`src/rtl/logic_pipe_pkg.sv`:
```
// -----------------------------------------------------------------------------
// logic_pipe_pkg
// Shared types and helpers for the logic_pipe_chain timing-test block.
//   logic_mode_e : per-item operation select carried down the pipe
//   apply_mode   : the logic cone between register rank 0 and rank 1
//   STATS_W      : width of the optional transfer/stall counters
// Optional feature macro used by the top: LOGIC_PIPE_STATS_EN.
// -----------------------------------------------------------------------------
package logic_pipe_pkg;

    typedef enum logic [1:0] {
        PASS       = 2'd0,
        AND_B      = 2'd1,
        OR_G_XOR_F = 2'd2,
        XNOR_B     = 2'd3
    } logic_mode_e;

    localparam int STATS_W = 16;

    // apply_mode works on a fixed maximum width so it can live in the package;
    // callers zero-extend their operands and truncate the result back to
    // their own width. All operations are bitwise, so the upper bits never
    // affect the lower ones. Datapaths wider than MODE_MAX_W are not supported.
    localparam int MODE_MAX_W = 64;

    function automatic logic [MODE_MAX_W-1:0] apply_mode(
        input logic_mode_e           mode,
        input logic [MODE_MAX_W-1:0] d,
        input logic [MODE_MAX_W-1:0] b,
        input logic [MODE_MAX_W-1:0] g,
        input logic [MODE_MAX_W-1:0] f
    );
        case (mode)
            PASS:       apply_mode = d;
            AND_B:      apply_mode = d & b;
            OR_G_XOR_F: apply_mode = (d | g) ^ f;
            XNOR_B:     apply_mode = ~(d ^ b);
            default:    apply_mode = d;
        endcase
    endfunction

endpackage

```
`src/rtl/logic_pipe_stage.sv`:
```
// -----------------------------------------------------------------------------
// logic_pipe_stage
// One register rank of logic_pipe_chain: a valid flag plus a payload register.
//   clk, rst_n : clock and asynchronous active-low reset
//   flush      : clears the valid flag on the next edge; payload holds
//   load       : the upstream rank hands an item to this rank this cycle
//   advance    : this rank's item leaves downstream this cycle
//   d          : payload presented by the upstream rank
//   valid, q   : registered valid flag and payload
// -----------------------------------------------------------------------------
module logic_pipe_stage
    import logic_pipe_pkg::*;
#(
    parameter int PW = 8
) (
    input  logic          clk,
    input  logic          rst_n,
    input  logic          flush,
    input  logic          load,
    input  logic          advance,
    input  logic [PW-1:0] d,
    output logic          valid,
    output logic [PW-1:0] q
);

    always_ff @(posedge clk or negedge rst_n) begin
        if (!rst_n) begin
            valid <= 1'b0;
            q     <= '0;
        end else begin
            // load wins over advance: an item leaving while a new one
            // arrives keeps the rank occupied.
            if (flush) begin
                valid <= 1'b0;
            end else if (load) begin
                valid <= 1'b1;
            end else if (advance) begin
                valid <= 1'b0;
            end
            // A flushed item is dropped, so the payload is left untouched.
            if (load && !flush) begin
                q <= d;
            end
        end
    end

endmodule

```
`src/rtl/logic_pipe_chain.sv`:
```
// -----------------------------------------------------------------------------
// logic_pipe_chain
// STAGES-deep registered datapath with a valid/ready handshake. Rank 0
// captures {mode, d, b, g, f}, rank 1 registers apply_mode() of rank 0, and
// the remaining ranks are pure delay. Bubbles collapse, so the chain accepts
// one item per cycle when the output is draining.
//   clk, rst_n          : clock, asynchronous active-low reset
//   flush               : clears every valid on the next edge (data holds)
//   in_valid / in_ready : input handshake; in_ready is combinational from
//                         out_ready through the whole chain
//   in_mode, in_d, in_b, in_g, in_f : item operands (WIDTH <= 64)
//   out_valid / out_ready : output handshake
//   out_q               : registered result of the last rank
//   occupancy           : number of ranks currently holding an item
//   xfer_cnt, stall_cnt : saturating counters, present only when the macro
//                         LOGIC_PIPE_STATS_EN is defined
// -----------------------------------------------------------------------------
module logic_pipe_chain
    import logic_pipe_pkg::*;
#(
    parameter int WIDTH  = 8,
    parameter int STAGES = 2
) (
    input  logic                          clk,
    input  logic                          rst_n,
    input  logic                          flush,
    input  logic                          in_valid,
    output logic                          in_ready,
    input  logic [1:0]                    in_mode,
    input  logic [WIDTH-1:0]              in_d,
    input  logic [WIDTH-1:0]              in_b,
    input  logic [WIDTH-1:0]              in_g,
    input  logic [WIDTH-1:0]              in_f,
    output logic                          out_valid,
    input  logic                          out_ready,
    output logic [WIDTH-1:0]              out_q,
    output logic [$clog2(STAGES+1)-1:0]   occupancy
`ifdef LOGIC_PIPE_STATS_EN
    ,
    output logic [STATS_W-1:0]            xfer_cnt,
    output logic [STATS_W-1:0]            stall_cnt
`endif
);

    localparam int OCC_W = $clog2(STAGES+1);
    localparam int P0_W  = 2 + 4*WIDTH;

    logic [STAGES-1:0] vld_p;
    logic [STAGES-1:0] adv;
    logic              in_xfer;

    logic [P0_W-1:0]   pay_in;
    logic [P0_W-1:0]   pay_p0;
    logic [1:0]        mode_p0;
    logic [WIDTH-1:0]  d_p0;
    logic [WIDTH-1:0]  b_p0;
    logic [WIDTH-1:0]  g_p0;
    logic [WIDTH-1:0]  f_p0;
    logic [WIDTH-1:0]  res_comb;
    logic [WIDTH-1:0]  res_p [1:STAGES-1];

    // Advance chain, resolved from the output end backwards so a stall at
    // the output propagates to in_ready within the same cycle.
    always_comb begin
        logic [STAGES-1:0] a;
        a = '0;
        a[STAGES-1] = vld_p[STAGES-1] & out_ready;
        for (int k = STAGES-2; k >= 0; k--) begin
            a[k] = vld_p[k] & (~vld_p[k+1] | a[k+1]);
        end
        adv = a;
    end

    assign in_ready = ~vld_p[0] | adv[0];
    // A flush still lets in_xfer happen at the ports; the stage drops it.
    assign in_xfer  = in_valid & in_ready;

    // ---- stage 0: capture item operands and mode ----
    assign pay_in = {in_mode, in_d, in_b, in_g, in_f};

    logic_pipe_stage #(.PW(P0_W)) u_stage0 (
        .clk     (clk),
        .rst_n   (rst_n),
        .flush   (flush),
        .load    (in_xfer),
        .advance (adv[0]),
        .d       (pay_in),
        .valid   (vld_p[0]),
        .q       (pay_p0)
    );

    assign {mode_p0, d_p0, b_p0, g_p0, f_p0} = pay_p0;

    // ---- stage 1: register the mode-selected logic result ----
    assign res_comb = WIDTH'(apply_mode(logic_mode_e'(mode_p0),
                                        MODE_MAX_W'(d_p0),
                                        MODE_MAX_W'(b_p0),
                                        MODE_MAX_W'(g_p0),
                                        MODE_MAX_W'(f_p0)));

    // ---- stages 2..STAGES-1: pure delay of the stage-1 result ----
    for (genvar k = 1; k < STAGES; k++) begin : g_stage
        logic [WIDTH-1:0] stage_d;

        if (k == 1) begin : g_compute
            assign stage_d = res_comb;
        end else begin : g_delay
            assign stage_d = res_p[k-1];
        end

        logic_pipe_stage #(.PW(WIDTH)) u_stage (
            .clk     (clk),
            .rst_n   (rst_n),
            .flush   (flush),
            .load    (adv[k-1]),
            .advance (adv[k]),
            .d       (stage_d),
            .valid   (vld_p[k]),
            .q       (res_p[k])
        );
    end

    assign out_valid = vld_p[STAGES-1];
    assign out_q     = res_p[STAGES-1];

    // Popcount of registered valids, so it only moves on clock edges.
    always_comb begin
        occupancy = '0;
        for (int k = 0; k < STAGES; k++) begin
            occupancy = occupancy + OCC_W'(vld_p[k]);
        end
    end

`ifdef LOGIC_PIPE_STATS_EN
    function automatic logic [STATS_W-1:0] sat_inc(input logic [STATS_W-1:0] c);
        return (&c) ? c : c + STATS_W'(1);
    endfunction

    // Counters survive flush; only rst_n clears them.
    always_ff @(posedge clk or negedge rst_n) begin
        if (!rst_n) begin
            xfer_cnt  <= '0;
            stall_cnt <= '0;
        end else begin
            if (out_valid && out_ready) begin
                xfer_cnt <= sat_inc(xfer_cnt);
            end
            if (out_valid && !out_ready) begin
                stall_cnt <= sat_inc(stall_cnt);
            end
        end
    end
`else
    // Statistics counters are not built in this configuration.
`endif

endmodule
```
`config.mk`:
```
export PLATFORM = sky130hd
export DESIGN_NAME = logic_pipe_chain
export DESIGN_NICKNAME = d
export VERILOG_FILES = /design/src/rtl/logic_pipe_pkg.sv /design/src/rtl/logic_pipe_stage.sv /design/src/rtl/logic_pipe_chain.sv
export SDC_FILE = /design/constraint.sdc
export NUM_CORES = 1
export LEC_CHECK = 0
export ABC_AREA = 0
export ABC_CLOCK_PERIOD_IN_PS = 1800
export CAP_MARGIN = 20
export CORE_ASPECT_RATIO = 0.8
export CORE_MARGIN = 10
export CORE_UTILIZATION = 50
export CTS_CLUSTER_DIAMETER = 60
export DETAILED_ROUTE_END_ITERATION = 8
export PLACE_DENSITY = 0.8
export SLEW_MARGIN = 20
export SYNTH_ARGS = -nofsm -noshare
export SYNTH_HDL_FRONTEND = slang
export SYNTH_SLANG_ARGS = --single-unit
```
`constraint.sdc`:
```
create_clock -name clk -period 1.8 [get_ports clk]
set_input_delay 0.18 -clock clk [delete_from_list [all_inputs] [get_ports clk]]
set_output_delay 0.18 -clock clk [all_outputs]
set_load 0.03 [all_outputs]
```
**Yosys cells after proc, flatten, opt, wreduce, memory -nomap -nowiden**

Cells that the tools add are included.

- Register bits: 44
- Bits of input ports: 39
- Word-level logic and storage cells: 33

- Add/subtract/negate cells: 1
- Eq/ne operators: 3
- Multiplexer cells: 7
- Bitwise logic cells: 12
- Reduce and logical (&&, ||, !) cells: 6

Operators by type and width:

| cell | count |
|---|---|
| 8-bit one-hot mux with 4 select lines | 1 |
| 8-bit bitwise XOR | 2 |
| 8-bit AND | 1 |
| 8-bit NOT | 1 |
| 8-bit OR | 1 |
| 1-bit two-way mux | 6 |
| 3-bit nonzero test | 2 |
| 2-bit equality test, second input constant | 2 |
| 1-bit AND | 3 |
| 1-bit by 1-bit adder with 2-bit output | 1 |
| 2-bit by 1-bit equality test with 1-bit output, second input constant | 1 |
| 1-bit logical AND | 2 |
| 2-bit zero test | 1 |
| 1-bit NOT | 2 |
| 1-bit OR | 2 |
| 1-bit zero test | 1 |

**Logic depth before layout (Yosys ltp)**

- Word-level depth: 7
- Mapped depth: 6

**Hierarchy**

Synthesis repeated with hierarchy kept, for this count alone.

- Cell total of the unflattened synthesis: 169
- Area, all modules: 2338.5 um^2

By module, submodules not included:

| module | instances | cells each | area an instance (um^2) | seq. area each (um^2) |
|---|---|---|---|---|
| logic_pipe_stage at u_stage0 | 1 | 77 | 1471.4 | 875.8 |
| logic_pipe_chain | 1 | 70 | 481.7 | 0.0 |
| logic_pipe_stage at g_stage[1].u_stage | 1 | 22 | 385.4 | 225.2 |

**Worst setup path after synthesis**

Ideal clock, no wire load.

- Path kind: register to register
- From: register g_stage[1].u_stage.valid
- To: register u_stage0.q[0]
- Arrival: 1540 ps
- Data required time: 1675 ps
- Path slack: 134 ps
- Cell stages (with the launch flop): 6
- Path buffers: 1
- Cells stage by stage: dfrtp_1 -> nor2b_4 -> nand2_2 -> nand3b_4 -> buf_6 -> mux2_4

- Cells in the longest elaborated chain, start to end: 6

Ends and longest elaborated chain:

| item | line | source |
|---|---|---|
| start: declaration | logic_pipe_stage.sv:22 | `output logic valid,` |
| start signal: assignment | logic_pipe_stage.sv:28 | `valid <= 1'b0;` |
| start signal: assignment | logic_pipe_stage.sv:34 | `valid <= 1'b0;` |
| start signal: assignment | logic_pipe_stage.sv:36 | `valid <= 1'b1;` |
| 1-bit AND or 1-bit NOT (tied branches) | logic_pipe_chain.sv:67, logic_pipe_chain.sv:69 |  |
| 1-bit OR * | logic_pipe_chain.sv:69 | `a[k] = vld_p[k] & (~vld_p[k+1] \| a[k+1]);` |
| 1-bit AND * | logic_pipe_chain.sv:69 |  |
| 1-bit OR * | logic_pipe_chain.sv:74 | `assign in_ready = ~vld_p[0] \| adv[0];` |
| named net in_ready | logic_pipe_chain.sv:28 | `output logic in_ready,` |
| 1-bit AND * | logic_pipe_chain.sv:76 | `assign in_xfer = in_valid & in_ready;` |
| 1-bit logical AND * | logic_pipe_stage.sv:41 | `if (load && !flush) begin` |
| end signal: assignment | logic_pipe_stage.sv:29 | `q <= '0;` |
| end signal: assignment | logic_pipe_stage.sv:42 | `q <= d;` |
| end: declaration | logic_pipe_stage.sv:23 | `output logic [PW-1:0] q` |

Mark *: on every way through the listed nets, which the timed path passes. The rest lies on a longest branch.
A chain may end at the register's enable or synchronous reset.

**Final worst setup path**

- From: register u_stage0.valid
- To: output occupancy[0]

- Cells in the longest elaborated chain, start to end: 1

Ends and longest elaborated chain:

| item | line | source |
|---|---|---|
| start: declaration | logic_pipe_stage.sv:22 |  |
| start signal: assignment | logic_pipe_stage.sv:28 |  |
| start signal: assignment | logic_pipe_stage.sv:34 |  |
| start signal: assignment | logic_pipe_stage.sv:36 |  |
| 1-bit by 1-bit adder with 2-bit output | logic_pipe_chain.sv:130 | `occupancy = occupancy + OCC_W'(vld_p[k]);` |
| end: declaration | logic_pipe_chain.sv:37 | `output logic [$clog2(STAGES+1)-1:0] occupancy` |

No other way between the ends.

==> summary.md <==
| Metric | Value |
|---|---|
| Status | finished clean |
| Sequential cell area | roughly 0.0011 mm² |
| Post-synthesis compound-gate area fraction | 0.09534 |
| Number of synthesis warnings | 0 |
| Flop and latch count out of synthesis | 44 |
| Syn Inst Count | 170 |
| Clock-pin slew on the worst setup and hold paths | about 80 ps |
| Starting Density | 0.5241 |
| Clk sinks | 44 |
| Placed Area | approximately 0.0028 mm² |
| Number of synthesized flops with an enable pin | 0 |
| Post-synth top cells | dfrtp_1, mux2_4, nor3_1, o22ai_1 |
| Port Buffers | 50 |
| TritonCTS buffer count | 5 |
| Total Routed Length | roughly 4600 µm |
| Drt drc | 0 |
| Async SR Flop Fraction | 1.000 |
| Clock skew | 6.017 ps |
| Critical Path AT | roughly 1400 ps |
| Dpl hpwl | between 3000 and 4000 µm |
| Largest net degree at the start of global routing | 45 |
| Worst slew pin tran | around 560 ps |
| 1st-pass router iterations | 6 |
| Remaining antenna violation count | 0 |
| Top cell type's share of synthesized area | 0.4936 |
| Boundary Pins | 51 |
| Layout area overhead | 29.28% |
| Top cell type by total area after synthesis | dfrtp_1 |
| Worst skew pair latency | 300 ps |
| Synth Area in Simple Gates | 0.1032 |
| Clock share of power | 0.209 |
| Row count | 21 |
| Number of global-route vias before repair | between 1500 and 2000 |
| Die Span Y | approximately 80 µm |
| Diode count | 0 |
| Gr ovfl total | 0 |
| Final hold viol count | 0 |
| DR WL/cell | approximately 16 µm |
| Bufs on Longest Clock Path | 2 |
| Root buffer cell | clkbuf_8 |
| Share of cells above drive strength 1 | 0.2345 |
| Switching part of the total | 0.3087 |
| Flop pwr share | 0.473 |
| Setup repair bufs after CTS | 0 |
| Post-Syn Area | 0.002231 mm² |
| Fin Setup TNS | 0 ps |
| Synth Flop Type | dfrtp_1 |
| Synth Area in Adders | 0.05048 |
| R2R setup slack | between 300 and 400 ps |
| Leakage | 1.323 nW |
| DIE AREA | approximately 0.0076 mm² |
| Fmax | 625.2 MHz |
| Via-per-instance ratio | slightly above 5 |
| Max FO, Critical Path | 5 |
| Setup-failing EPs final | 0 |
| WS Path Type | reg2out |
| Critical Path Start | u_stage0.valid |
| Most frequent cell after synthesis | dfrtp_1 |
| Pins Over Slew Limit | 0 |
| Rel. slew slack | 0.6247 |
| Layout fillers | about 330 |
| Synth top area cells | dfrtp_1, mux2_4, ha_1, o22ai_1, nor3_1 |
| Max-cap violation count | 0 |
| # H-tree levels | 2 |
| Register area share after synthesis | 0.4936 |
| Die Wd | ~95 µm |
| Mux share of post-synthesis cell area | 0.2221 |
| RD Place Congestion | approximately 0.8 |
| Critical R2R Launch | u_stage0.q[33] |
| Initial antenna violation count | 0 |
| Power per cell area | 965.9 mW/mm² |
| First-pass GRT wire length | ~7600 µm |
| Aggregate global-route resource usage | 0.1310 |
| Req. time, crit path | roughly 1600 ps |
| Period utilisation layout | 0.8886 |
| Average cell area after synthesis | ~13 µm² |
| Post-Syn Nets | roughly 220 |
| Total net switching power | between 0.0008 and 0.0009 W |
| Main combinational cell family by area after synthesis | multiplexers |
| Startpoint Class | flop |
| Synth unique cells | 22 |
| Worst hold path type | in2async |
| CP Capture Type | primary output |
| Unrepaired setup endpoints after global routing | false |
| Routed via count | 1455 |
| TritonCTS clock tree | done |
| Core area | roughly 0.0043 mm² |
| Area occupied by multi-input gates | ~0.0011 mm² |
| Fin area | 0.002884 mm² |
| Total Nets Final | between 200 and 300 |
| Iteration-0 DRC Markers | between 40 and 50 |
| Peak supply drop | between 0.5 and 0.6 mV |
| Fin crit period | roughly 1600 ps |
| Comb pwr share | 0.318 |
| Xor/xnor share of the synthesized area | 0 |
| Int Pwr | around 0.0019 W |
[registers in the layout, summed over array words and instances, names as in the netlist]
| register | flops |
|---|---|
| g_stage.u_stage.q | 8 |
| u_stage0.valid | 1 |
| u_stage0.q | 34 |
| g_stage.u_stage.valid | 1 |
[stage by stage]
step	hold WS, ps	utilization	power (W)	setup WS [ps]	cells
5_1_grt	477.3	0.6775	0.002955	141.7	283
3_3_place_gp	281.8	0.6570	0.002204	110.6	275
6_report	477.3	0.6775	0.002786	200.6	283
4_1_cts	479.3	0.6770	0.002820	26.01	283
3_5_place_dp	290.0	0.6570	0.002233	95.34	275
2_1_floorplan	-115.6	-	0.001893	134.5	170
[path summary, 6_finish.rpt]
path | to | depth (start not counted)
hold / removal | u_stage0.q[4] | 3
setup reg to reg | g_stage[1].u_stage.q[5] | 3
min in group clk | u_stage0.valid | 2
hold reg to reg | g_stage[1].u_stage.q[4] | 2
max in group asynchronous | g_stage[1].u_stage.q[1] | 3
setup / recovery | occupancy[0] | 2
[what timing repair did]
action / CTS / global route
gates resized for setup: 2 / 1
setup endpoints to repair: 2 / 1
endpoints found under the hold margin: 44 / 0
hold buffers: 1 / 0
[cell usage in the layout (no fill, tap or decap), types with 3 or more instances in the layout]
cell,instances
o21ai_1,6
nor2_1,3
clkbuf_8,5
nor3_1,16
o22ai_1,16
nand2_1,9
buf_4,5
dfrtp_1,44
ha_1,9
clkdlybuf4s50_1,46
nor2b_1,8
mux2_4,30
o21a_1,8
mux2_2,4
[cells by family (layout without fill, tap and decap cells)]
kind of cell,count (synthesis),after routing
multiplexers,34,34
AND/OR/NAND/NOR,41,41
AO/OA/AOI/OAI,33,33
flip-flops,44,44
buffers and inverters,9,65
adder cells (fa/ha/maj),9,9
[per-layer routing]
layer,GRT usage,share of wire,vias to the layer above
met1,0.1689,0.46,678
met5,0,0,-
met4,0.06716,0.021,0
met3,0.04323,0.059,8
li1,-,-,734
met2,0.1911,0.46,35
[power by group through the flow]
stage	Combinational (W)	Sequential, W	Clock (W)
final	0.000886	0.00132	0.000583
after global routing	0.000973	0.00135	0.000637
after CTS	0.000899	0.00132	0.000602
after detailed placement	0.000899	0.00133	0
after global placement	0.000875	0.00133	0
after floorplan	0.000489	0.00140	0
[critical path: stages (launching register included)]
cell and delay, ps:
dfrtp_1 430, ha_1 280, dlygate4sd2_1 400
[cell type report]
cell class	count	share of cell area
sequential	44	0.3818
multi-input combinational	117	0.3644
timing repair buffer	58	0.2022
clock buffer	6	0.02516
tap	57	0.02473
clock inverter	1	0.001735
Power figures use the tool's default switching activity.
